File: src/rtl/cursor_draw_ctrl.sv
// rtl/cursor_draw_ctrl.sv - tick-paced cursor mover with brush plotter; CURSOR_CLEAR_EN builds the clear sweep
module cursor_draw_ctrl #(
    parameter int X_W      = 8,
    parameter int Y_W      = 7,
    parameter int X_MAX    = 159,
    parameter int Y_MAX    = 119,
    parameter int COLOUR_W = 3,
    parameter int BRUSH    = 2,
    parameter int TICK_DIV = 5000000,
    parameter int WRAP     = 0
) (
    input  logic                CLOCK_50,
    input  logic                reset,
    input  logic [3:0]          dir_n,
    input  logic                pen_down,
    input  logic                clear_req,
    input  logic [COLOUR_W-1:0] colour_in,
    output logic [X_W-1:0]      x,
    output logic [Y_W-1:0]      y,
    output logic [COLOUR_W-1:0] colour,
    output logic                plot,
    output logic [X_W-1:0]      cur_x,
    output logic [Y_W-1:0]      cur_y,
    output logic                busy
);

    localparam int CNT_W = (TICK_DIV > 1) ? $clog2(TICK_DIV) : 1;
    localparam int B_W   = 2;

    localparam logic [1:0] S_IDLE  = 2'd0;
    localparam logic [1:0] S_DRAW  = 2'd1;
`ifdef CURSOR_CLEAR_EN
    localparam logic [1:0] S_CLEAR = 2'd2;
`endif

    logic [1:0]          state_q, state_d;
    logic [CNT_W-1:0]    cnt_q, cnt_d;
    logic                pend_q, pend_d;
    logic [X_W-1:0]      cur_x_q, cur_x_d;
    logic [Y_W-1:0]      cur_y_q, cur_y_d;
    logic [B_W-1:0]      bx_q, bx_d;
    logic [B_W-1:0]      by_q, by_d;
    logic [COLOUR_W-1:0] col_lat_q, col_lat_d;
    logic [X_W-1:0]      x_q, x_d;
    logic [Y_W-1:0]      y_q, y_d;
    logic [COLOUR_W-1:0] colour_q, colour_d;
    logic                plot_q, plot_d;
`ifdef CURSOR_CLEAR_EN
    logic [X_W-1:0]      sx_q, sx_d;
    logic [Y_W-1:0]      sy_q, sy_d;
`else
    logic                unused_clear;
    assign unused_clear = clear_req;
`endif

    logic           tick;
    logic           mv_r, mv_l, mv_d, mv_u;
    logic [X_W-1:0] nx;
    logic [Y_W-1:0] ny;
    logic [X_W+1:0] px;
    logic [Y_W+1:0] py;

    assign tick = (cnt_q == CNT_W'(TICK_DIV - 1));
    assign cnt_d = tick ? '0 : cnt_q + 1'b1;

    // Opposing keys on one axis cancel; the two axes are independent.
    assign mv_r = ~dir_n[0] & dir_n[3];
    assign mv_l = ~dir_n[3] & dir_n[0];
    assign mv_d = ~dir_n[1] & dir_n[2];
    assign mv_u = ~dir_n[2] & dir_n[1];

    always_comb begin
        nx = cur_x_q;
        if (mv_r) begin
            if (cur_x_q == X_W'(X_MAX)) nx = (WRAP != 0) ? '0 : cur_x_q;
            else                         nx = cur_x_q + 1'b1;
        end else if (mv_l) begin
            if (cur_x_q == '0) nx = (WRAP != 0) ? X_W'(X_MAX) : '0;
            else               nx = cur_x_q - 1'b1;
        end
        ny = cur_y_q;
        if (mv_d) begin
            if (cur_y_q == Y_W'(Y_MAX)) ny = (WRAP != 0) ? '0 : cur_y_q;
            else                         ny = cur_y_q + 1'b1;
        end else if (mv_u) begin
            if (cur_y_q == '0) ny = (WRAP != 0) ? Y_W'(Y_MAX) : '0;
            else               ny = cur_y_q - 1'b1;
        end
    end

    always_comb begin
        state_d   = state_q;
        pend_d    = pend_q;
        cur_x_d   = cur_x_q;
        cur_y_d   = cur_y_q;
        bx_d      = bx_q;
        by_d      = by_q;
        col_lat_d = col_lat_q;
`ifdef CURSOR_CLEAR_EN
        sx_d      = sx_q;
        sy_d      = sy_q;
`endif
        case (state_q)
            S_IDLE: begin
`ifdef CURSOR_CLEAR_EN
                if (clear_req) begin
                    state_d = S_CLEAR;
                    sx_d    = '0;
                    sy_d    = '0;
                    pend_d  = pend_q | tick;
                end else
`endif
                if (tick || pend_q) begin
                    cur_x_d = nx;
                    cur_y_d = ny;
                    pend_d  = 1'b0;
                    bx_d    = '0;
                    by_d    = '0;
                    if (pen_down) begin
                        state_d   = S_DRAW;
                        col_lat_d = colour_in;
                    end
                end
            end
            S_DRAW: begin
                if (tick) pend_d = 1'b1;
                if (bx_q == B_W'(BRUSH - 1)) begin
                    bx_d = '0;
                    if (by_q == B_W'(BRUSH - 1)) state_d = S_IDLE;
                    else                         by_d = by_q + 1'b1;
                end else begin
                    bx_d = bx_q + 1'b1;
                end
            end
`ifdef CURSOR_CLEAR_EN
            S_CLEAR: begin
                if (tick) pend_d = 1'b1;
                if (sx_q == X_W'(X_MAX)) begin
                    sx_d = '0;
                    if (sy_q == Y_W'(Y_MAX)) state_d = S_IDLE;
                    else                     sy_d = sy_q + 1'b1;
                end else begin
                    sx_d = sx_q + 1'b1;
                end
            end
`endif
            default: state_d = S_IDLE;
        endcase
    end

    // Pixel outputs are built from next-state values so the registered
    // pixel lines up with the DRAW/CLEAR cycle it belongs to.
    assign px = {2'b00, cur_x_d} + (X_W + 2)'(bx_d);
    assign py = {2'b00, cur_y_d} + (Y_W + 2)'(by_d);

    always_comb begin
        x_d      = x_q;
        y_d      = y_q;
        colour_d = colour_q;
        plot_d   = 1'b0;
        if (state_d == S_DRAW) begin
            x_d      = px[X_W-1:0];
            y_d      = py[Y_W-1:0];
            colour_d = col_lat_d;
            plot_d   = (px <= (X_W + 2)'(X_MAX)) && (py <= (Y_W + 2)'(Y_MAX));
        end
`ifdef CURSOR_CLEAR_EN
        else if (state_d == S_CLEAR) begin
            x_d      = sx_d;
            y_d      = sy_d;
            colour_d = '0;
            plot_d   = 1'b1;
        end
`endif
    end

    always_ff @(posedge CLOCK_50) begin
        if (reset) begin
            state_q   <= S_IDLE;
            cnt_q     <= '0;
            pend_q    <= 1'b0;
            cur_x_q   <= '0;
            cur_y_q   <= '0;
            bx_q      <= '0;
            by_q      <= '0;
            col_lat_q <= '0;
            x_q       <= '0;
            y_q       <= '0;
            colour_q  <= '0;
            plot_q    <= 1'b0;
`ifdef CURSOR_CLEAR_EN
            sx_q      <= '0;
            sy_q      <= '0;
`endif
        end else begin
            state_q   <= state_d;
            cnt_q     <= cnt_d;
            pend_q    <= pend_d;
            cur_x_q   <= cur_x_d;
            cur_y_q   <= cur_y_d;
            bx_q      <= bx_d;
            by_q      <= by_d;
            col_lat_q <= col_lat_d;
            x_q       <= x_d;
            y_q       <= y_d;
            colour_q  <= colour_d;
            plot_q    <= plot_d;
`ifdef CURSOR_CLEAR_EN
            sx_q      <= sx_d;
            sy_q      <= sy_d;
`endif
        end
    end

    assign x      = x_q;
    assign y      = y_q;
    assign colour = colour_q;
    assign plot   = plot_q;
    assign cur_x  = cur_x_q;
    assign cur_y  = cur_y_q;
    assign busy   = (state_q != S_IDLE);

endmodule

File: config.mk
export PLATFORM = sky130hd
export DESIGN_NAME = cursor_draw_ctrl
export DESIGN_NICKNAME = d
export VERILOG_FILES = /design/src/rtl/cursor_draw_ctrl.sv
export SDC_FILE = /design/constraint.sdc
export NUM_CORES = 1
export LEC_CHECK = 0
export CAP_MARGIN = 10
export CORE_MARGIN = 10
export CORE_UTILIZATION = 50
export CTS_CLUSTER_SIZE = 10
export DETAILED_ROUTE_END_ITERATION = 10
export GPL_TIMING_DRIVEN = 0
export PLACE_DENSITY = 0.81
export SLEW_MARGIN = 20
export SYNTH_ARGS = -nofsm -noshare
export SYNTH_HDL_FRONTEND = slang
export SYNTH_SLANG_ARGS = --single-unit
File: constraint.sdc
create_clock -name CLOCK_50 -period 6.2 [get_ports CLOCK_50]
set_input_delay 1.24 -clock CLOCK_50 [delete_from_list [all_inputs] [get_ports CLOCK_50]]
set_output_delay 1.24 -clock CLOCK_50 [all_outputs]
set_load 0.01 [all_outputs]
---- Yosys cells after proc, flatten, opt, wreduce, memory -nomap -nowiden ----
Cells that the tools add are included.
cells by class
  divide/modulo/power cells ............... 0
  multipliers ............................. 0
  shift operators ......................... 0
  reduce and logical (&&, ||, !) cells .... 10
  equal/unequal tests ..................... 9
  bitwise logic cells ..................... 9
  magnitude comparators ................... 2
  mux-type cells .......................... 30
  add/sub/neg operators ................... 9
operators with widths
  operator                                              count
  2-to-1 mux 8 bit                                      6
  2-to-1 mux 7 bit                                      6
  adder 23 x 1 -> 23 bit (second input constant)        1
  equality test 23 bit (second input constant)          1
  2-to-1 mux 2 bit                                      9
  one-hot mux 2 bit (2 select lines)                    3
  adder 8 x 2 -> 9 bit                                  1
  <= comparator 9 x 8 -> 1 bit (second input constant)  1
  2-to-1 mux 3 bit                                      3
  adder 7 x 2 -> 8 bit                                  1
  adder 8 x 1 -> 8 bit (second input constant)          1
  equality test 2 x 1 -> 1 bit (second input constant)  4
  equality test 8 bit (second input constant)           1
  <= comparator 8 x 7 -> 1 bit (second input constant)  1
  logical NOT 8 bit                                     1
  subtractor 8 x 1 -> 8 bit (second input constant)     1
  adder 7 x 1 -> 7 bit (second input constant)          1
  equality test 7 bit (second input constant)           1
  logical NOT 7 bit                                     1
  subtractor 7 x 1 -> 7 bit (second input constant)     1
  NOT 1 bit                                             5
  adder 2 x 1 -> 2 bit (second input constant)          2
  AND 1 bit                                             4
  inequality test 2 bit (second input constant)         2
  8 further kinds                                       11
storage, ports and cells
  RAM bits ................................ 0
  word-level logic and storage cells ...... 81
  register bits after elaboration ......... 67
  output and inout port bits .............. 35
  memories kept ........................... 0
  ROM bits ................................ 0
  bits in latches ......................... 0
  input bits .............................. 11

---- Logic depth before layout (Yosys ltp) ----
Gate-level depths: netlist of the first run.
  depth after elaboration ................. 9
  depth in mapped cells ................... 17
  depth with buffers taken out ............ 15

---- Least setup slack after synthesis of the first run ----
OpenSTA, ideal clock, no wires.
  kind .................................... in2reg
  start point ............................. input port dir_n[0]
  end point ............................... register x_q[6], in the netlist x[6]
  data required time ...................... 6.105 ns
  cell stages on the path ................. 10
  library setup time ...................... 0.095 ns
  arrival time ............................ 3.814 ns
  path slack .............................. 2.291 ns
  path buffers ............................ 0
  cell sequence ........................... nand2b_1 > a31oi_1 > o21ai_0 > o21ai_0 > ha_1 > inv_1 > fa_1 > or4_4 > or4_1 > o311ai_1
on the way
  word-level cells in the longest chain between the ends .. 6
  elaborated cells between the ends (all ways) .. 8
  classes of those cells .................. 1 x add/sub; 4 x mux; 3 x bitwise
ends and longest elaborated chain
  item                                           line    RTL
  from (decl)                                    14      input logic [3:0] dir_n,
  AND 1 bit or NOT 1 bit (tied branches)         68, 67
  2-to-1 mux 8 bit or AND 1 bit (tied branches)  77, 67
  2-to-1 mux 8 bit *                             74      if (mv_r) begin
  2-to-1 mux 8 bit *                             113     if (tick || pend_q) begin
  2-to-1 mux 8 bit *                             103     case (state_q)
  net cur_x_d[0]                                 39      logic [X_W-1:0] cur_x_q, cur_x_d;
  adder 8 x 2 -> 9 bit *                         153     assign px = {2'b00, cur_x_d} + (X_W + 2)'(bx_d);
  to (signal assigned)                           187     x_q <= '0;
  to (signal assigned)                           204     x_q <= x_d;
  to (decl)                                      44      logic [X_W-1:0] x_q, x_d;
The timed path passes the listed nets; every way through them passes the cells marked *.
A chain may end at the register's enable or synchronous reset.

---- Worst setup path in the final report of the first run ----
Ends and elaborated chain as after synthesis.

==> impl_metrics.csv, run 1 <==
group,metric,value,unit
outcome,status,"complete, no violations",
synth,synthAdderAreaFrac,0.0451,
sta,final.setup.tns,0,ps
clock_network,cts_setup_buffers,0,
floorplanning,rows,32,
power,powerDensity,183,mW/mm^2
sta,max_clock_freq,0.221,GHz
synth,syn_inst,476,
route,wirelength,10.5,mm
critical_path,crit_required,6440,ps
sta,hold_viol,0,
synth,synth_xor_area_frac,0.0645,
synth,syn-num-nets,500,
synth,synth-main-ff-cell,"dfxtp_1",
clock_network,cts_tree,"done",
route,wl_per_cell,16.5,um
route,vias_per_cell,5.90,
synth,synth_simple_gate_area_frac,0.292,
sta,fin_skew,12.0,ps
global_routing,grt_pass1_wl,17.5,mm
placed_design,dpl_cell_area,0.00450,mm^2
critical_path,critPathMaxFanout,9,
route,ant_nets,0,
sta,relSlewSlack,0.385,
power,p_leak,1.71,nW
layout,nets,554,
route,firstDrtPassIters,5,
route,drt_iter0_markers,329,
synth,synth-async-reset-ratio,0,
global_routing,grt_remaining_overflow,0,
layout,antenna_cells,0,
synth,syn-cell-area,0.00394,mm^2
floorplanning,ios,46,
clock_network,clock-sinks,67,
clock_network,clock_path_buffers,2,
power,peakVddDrop,134,uV
floorplanning,initial_core_util,0.512,
route,vias,3754,
critical_path,end_kind,"flop",
critical_path,ff2ff_path_depth,14,
clock_network,clkTransAtPathRegs,70,ps
route,drc,0,
global_routing,grt_max_degree,12,
placed_design,io_buffers,43,
clock_network,cts_buffers,9,
job,cap_violations,0,
placed_design,dp_hpwl,7.84,mm
layout,nFillCells,695,
critical_path,cp.arrival,4770,ps
floorplanning,coreArea,0.00769,mm^2
clock_network,cts_resized,0,
min_path,hold_path_class,"reg2reg",
sta,grt_setup_unrepaired,"false",
synth,syn_avg_cell_area,8.27,um^2
critical_path,startpoint_type,"primary input",
layout,area_delta_synth_final,19.4,%
global_routing,antenna_found_initial,0,
min_path,worstHoldPathCells,1,
sta,fin_crit_sh,0.730,
sta,slew_violations,0,
critical_path,timing.reg2reg.setup_slack,1880,ps
sta,finalCriticalPeriod,4530,ps
synth,synth_edf_count,0,
placed_design,place_inst,621,
sta,finalSetupViolations,0,
clock_network,cts_max_level,3,
floorplanning,fp.dieH,109,um
synth,synth_compound_area_frac,0.175,
synth,yosysWarningCount,0,
synth,muxShareOfSynthArea,0.0308,
clock_network,root_buffer,"clkbuf_8",
sta,max_slew.worst_pin.slew,918,ps
synth,synth_seq_cells,67,
global_routing,first_global_vias,3588,
floorplanning,die_x,109,um
global_routing,track_usage,0.181,
synth,ys_seq_area_frac,0.341,
clock_network,worstSkewPairLatency,350,ps
layout,final_area,0.00470,mm^2
placed_design,gp_congestion,0.901,
layout,drive_above_1_share,0.0787,
synth,ys_types,68,
synth,synth_top_family_by_area,"simple AND/OR/NAND/NOR gates",
floorplanning,dieArea,0.0118,mm^2
critical_path,path_class,"in2reg",
clock_network,hold_buffers,0,
layout,layoutNonFillerInstCount,636,
-- stage by stage --
stage / hold WS [ps] / worst slack [ps] / total power, W / utilization
6_report: 460 / 1670 / 0.000860 / 0.612
5_1_grt: 484 / 1420 / 0.000896 / 0.612
4_1_cts: 465 / 1740 / 0.000864 / 0.612
3_5_place_dp: 448 / 1430 / 0.000483 / 0.585
3_3_place_gp: 445 / 1440 / 0.000483 / 0.585
2_1_floorplan: 430 / 2290 / 0.000468 / -
-- power by group --
part / switching [W] / internal (W)
logic: 0.0000248 / 0.0000150
clock network: 0.000163 / 0.000224
registers: 0.00000184 / 0.000432
total: 0.000190 / 0.000671
-- layout make-up --
cell class / count / area, um^2 / share of cell area
buffer: 21 / 119 / 0.0253
clock buffer: 10 / 128 / 0.0271
clock inverter: 5 / 78.8 / 0.0168
inverter: 21 / 78.8 / 0.0168
multi-input combinational: 367 / 2400 / 0.510
sequential: 67 / 1340 / 0.285
tap: 102 / 128 / 0.0271
timing repair buffer: 43 / 430 / 0.0915
-- synthesized netlist by cell type, drive strengths merged (3+ instances only) --
master | instances | area share
or4 | 6 | 0.013
o2111ai | 3 | 0.0067
nand3 | 21 | 0.027
or4b | 3 | 0.0076
xnor2 | 10 | 0.022
dfxtp | 67 | 0.34
and4 | 4 | 0.0095
a211oi | 13 | 0.025
ha | 11 | 0.035
a31oi | 7 | 0.011
nor2 | 76 | 0.072
o2bb2ai | 3 | 0.0067
and3 | 9 | 0.016
nand2b | 11 | 0.017
nor2b | 12 | 0.019
a21oi | 20 | 0.025
a21o | 3 | 0.0057
mux2i | 11 | 0.028
clkbuf | 16 | 0.018
nand4b | 3 | 0.0067
o21ai | 13 | 0.017
a2bb2oi | 3 | 0.0067
buf | 5 | 0.012
or3 | 3 | 0.0048
xor2 | 19 | 0.042
inv | 21 | 0.020
o211ai | 3 | 0.0057
nand2 | 24 | 0.023
nor4b | 4 | 0.013
o31ai | 8 | 0.017
nor3 | 12 | 0.015
and2 | 5 | 0.0092
o21bai | 3 | 0.0057
a22oi | 4 | 0.0076
nand4 | 10 | 0.017
a41oi | 3 | 0.0067
-- worst max-delay path, cell delays in order --
cell             delay, ps
clkdlybuf4s50_1        460
nand2b_1               250
a31oi_1                590
o21ai_0                190
o21ai_0                230
ha_1                   210
inv_1                   50
fa_1                   430
or4_4                  590
or4_1                  430
o311ai_1                90
-- flip-flops by register name (all words and copies together) (netlist names) --
| signal | count |
|---|---|
| cur_y | 7 |
| state_q | 2 |
| colour | 3 |
| y | 7 |
| plot | 1 |
| x | 8 |
| by_q | 2 |
| cur_x | 8 |
| bx_q | 2 |
| pend_q | 1 |
| col_lat_q | 3 |
| cnt_q | 23 |
-- metal layers --
layer / vias to the layer above / track usage / part of all wire
li1: 1835 / - / -
met1: 1787 / 0.218 / 0.43
met2: 117 / 0.309 / 0.50
met3: 15 / 0.0437 / 0.058
met4: 0 / 0.0584 / 0.016
met5: - / 0 / 0
-- placed cells by master (no fill, tap or decap), types with 4 or more instances in the layout --
master	instances
xor2_1	19
and3_2	4
or4_1	4
nor3_1	12
ha_1	11
a21oi_1	20
a22oi_1	4
buf_6	4
nand3_1	21
a31oi_1	7
dfxtp_1	67
o31ai_1	7
clkbuf_1	16
clkbuf_8	10
inv_1	21
o21ai_0	13
and3_1	5
nor2_1	76
nor2b_1	12
mux2i_1	11
nand2b_1	11
clkdlybuf4s50_1	43
nand4_1	9
nand2_1	24
xnor2_1	10
a211oi_1	13
-- logic make-up after synthesis --
kind of cell	Yosys count
AND/OR/NAND/NOR	213
AO/OA/AOI/OAI	99
flip-flops	67
buffers and inverters	42
XOR/XNOR	29
adder cells (fa/ha/maj)	13
multiplexers	12
other	1
-- final timing paths --
check	start	endpoint
setup / recovery	dir_n[0]	x[6]
hold / removal	cnt_q[0]	cnt_q[0]
setup reg to reg	cnt_q[0]	y[6]
hold reg to reg	cnt_q[0]	cnt_q[0]
(Power assumes the default switching activity.)
==> run 2: changes to the inputs <==
- PLACE_DENSITY: 0.81 -> 0.83
- clock period: 6.2 -> 4.1 ns (I/O delays scaled with it)
==> impl_metrics.csv, run 2 (same netlist as run 1, synthesis figures left out) <==
group,metric,value,unit
job,cap_violations,0,
clock_network,clock-sinks,67,
floorplanning,fp.dieH,109,um
floorplanning,initial_core_util,0.512,
sta,relSlewSlack,0.548,
outcome,status,"complete, no violations",
floorplanning,die_x,109,um
layout,layout_common_cells,"75 x nor2_1, 66 x dfxtp_1, 43 x clkdlybuf4s50_1",
layout,layoutNonFillerInstCount,642,
floorplanning,rows,32,
floorplanning,coreArea,0.00769,mm^2
critical_path,cp.arrival,4160,ps
global_routing,first_global_vias,3427,
layout,nFillCells,655,
sta,hold_viol,0,
layout,nets,559,
global_routing,grt_remaining_overflow,0,
power,power.switching,0.000309,W
clock_network,clkTransAtPathRegs,70,ps
sta,fin_skew,12.9,ps
sta,max_slew.worst_pin.slew,678,ps
global_routing,track_usage,0.169,
power,p_leak,1.73,nW
clock_network,cts_max_level,3,
power,peakVddDrop,278,uV
route,ant_nets,0,
power,p_seq_frac,0.510,
sta,finalCriticalPeriod,3910,ps
power,swShare,0.240,
min_path,worstHoldPathCells,1,
clock_network,cts_tree,"done",
critical_path,timing.reg2reg.setup_slack,190,ps
layout,area_delta_synth_final,21.1,%
critical_path,critPathMaxFanout,10,
sta,hold_ws,437,ps
sta,fin_crit_sh,0.954,
placed_design,io_buffers,43,
layout,final_util,0.620,
route,wl_per_cell,15.7,um
min_path,hold_path_class,"reg2reg",
route,drc,0,
clock_network,hold_buffers,0,
clock_network,root_buffer,"clkbuf_8",
route,drt_iter0_markers,211,
power,power_frac_clock,0.443,
sta,max_clock_freq,0.256,GHz
critical_path,end_kind,"flop",
critical_path,crit_required,4350,ps
route,vias_per_cell,5.80,
route,vias,3726,
power,powerDensity,270,mW/mm^2
global_routing,grt_pass1_wl,16.4,mm
critical_path,startpoint_type,"flop",
layout,layout_commonest_cell,"nor2_1",
floorplanning,ios,46,
sta,slew_violations,0,
critical_path,ff2ff_path_depth,15,
sta,finalSetupViolations,0,
sta,final.setup.tns,0,ps
layout,antenna_cells,0,
clock_network,worstSkewPairLatency,350,ps
power,pwr-share-comb,0.048,
placed_design,place_inst,621,
global_routing,grt_max_degree,14,
floorplanning,dieArea,0.0118,mm^2
layout,largest_register_ffs,23,
global_routing,antenna_found_initial,0,
placed_design,dp_hpwl,7.63,mm
placed_design,gp_congestion,0.924,
layout,drive_above_1_share,0.102,
power,finalPower,0.00129,W
clock_network,cts_buffers,9,
route,firstDrtPassIters,5,
clock_network,clock_path_buffers,2,
layout,top_register,"cnt_q",
critical_path,path_class,"reg2reg",
route,wirelength,10.1,mm
power,power.internal,0.000979,W
run 2: critical path: stages (launching register included):
cell and delay (ps):
dfxtp_1 360, ha_2 220, and4_4 260, nand4_2 150, o31a_1 350, buf_6 150, nor2_2 120, clkbuf_8 180
o21ai_0 80, o21ai_1 230, ha_2 220, inv_1 50, fa_2 370, or4_4 570, or4_1 410, o311ai_1 80
run 2: worst paths after layout:
| check | end | start |
|---|---|---|
| worst max-delay path | x[6] | cnt_q[1] |
| worst min-delay path | cnt_q[0] | cnt_q[0] |
| worst max register to register | x[6] | cnt_q[1] |
| worst min register to register | cnt_q[0] | cnt_q[0] |
run 2: per-stage QoR:
stage	cell area, um^2	worst slack (ps)
detailed placement	4500	-297
global placement	4500	-263
floorplan	3940	401
global route	4770	-12.0
finish	4770	188
CTS	4710	10.3
run 2: metal layers:
metal  part of all wire  vias to the layer above  global-route usage
met5                  0                        -                   0
met3              0.073                       18              0.0437
met4              0.013                        0              0.0499
li1                   -                     1835                   -
met2               0.49                      139               0.281
met1               0.43                     1734               0.212
run 2: final cells by class:
class | instances | area, um^2 | share of cell area
multi-input combinational | 367 | 2420 | 0.508
sequential | 67 | 1340 | 0.281
timing repair buffer | 48 | 468 | 0.0981
clock buffer | 10 | 138 | 0.0289
tap | 102 | 128 | 0.0268
buffer | 21 | 119 | 0.0249
inverter | 21 | 78.8 | 0.0165
clock inverter | 6 | 72.6 | 0.0152
run 2: power groups by stage:
stage               logic (W)  clock network (W)  registers (W)
finish              0.0000613           0.000570       0.000656
global route        0.0000670           0.000609       0.000657
CTS                 0.0000595           0.000576       0.000656
detailed placement  0.0000591                  0       0.000671
global placement    0.0000590                  0       0.000671
floorplan           0.0000365                  0       0.000671
run 2: what timing repair did:
item                       in CTS  in global routing
gates resized for setup         2                  6
setup endpoints to repair       4                  6
buffers inserted                0                  5
pin swaps                       0                  2
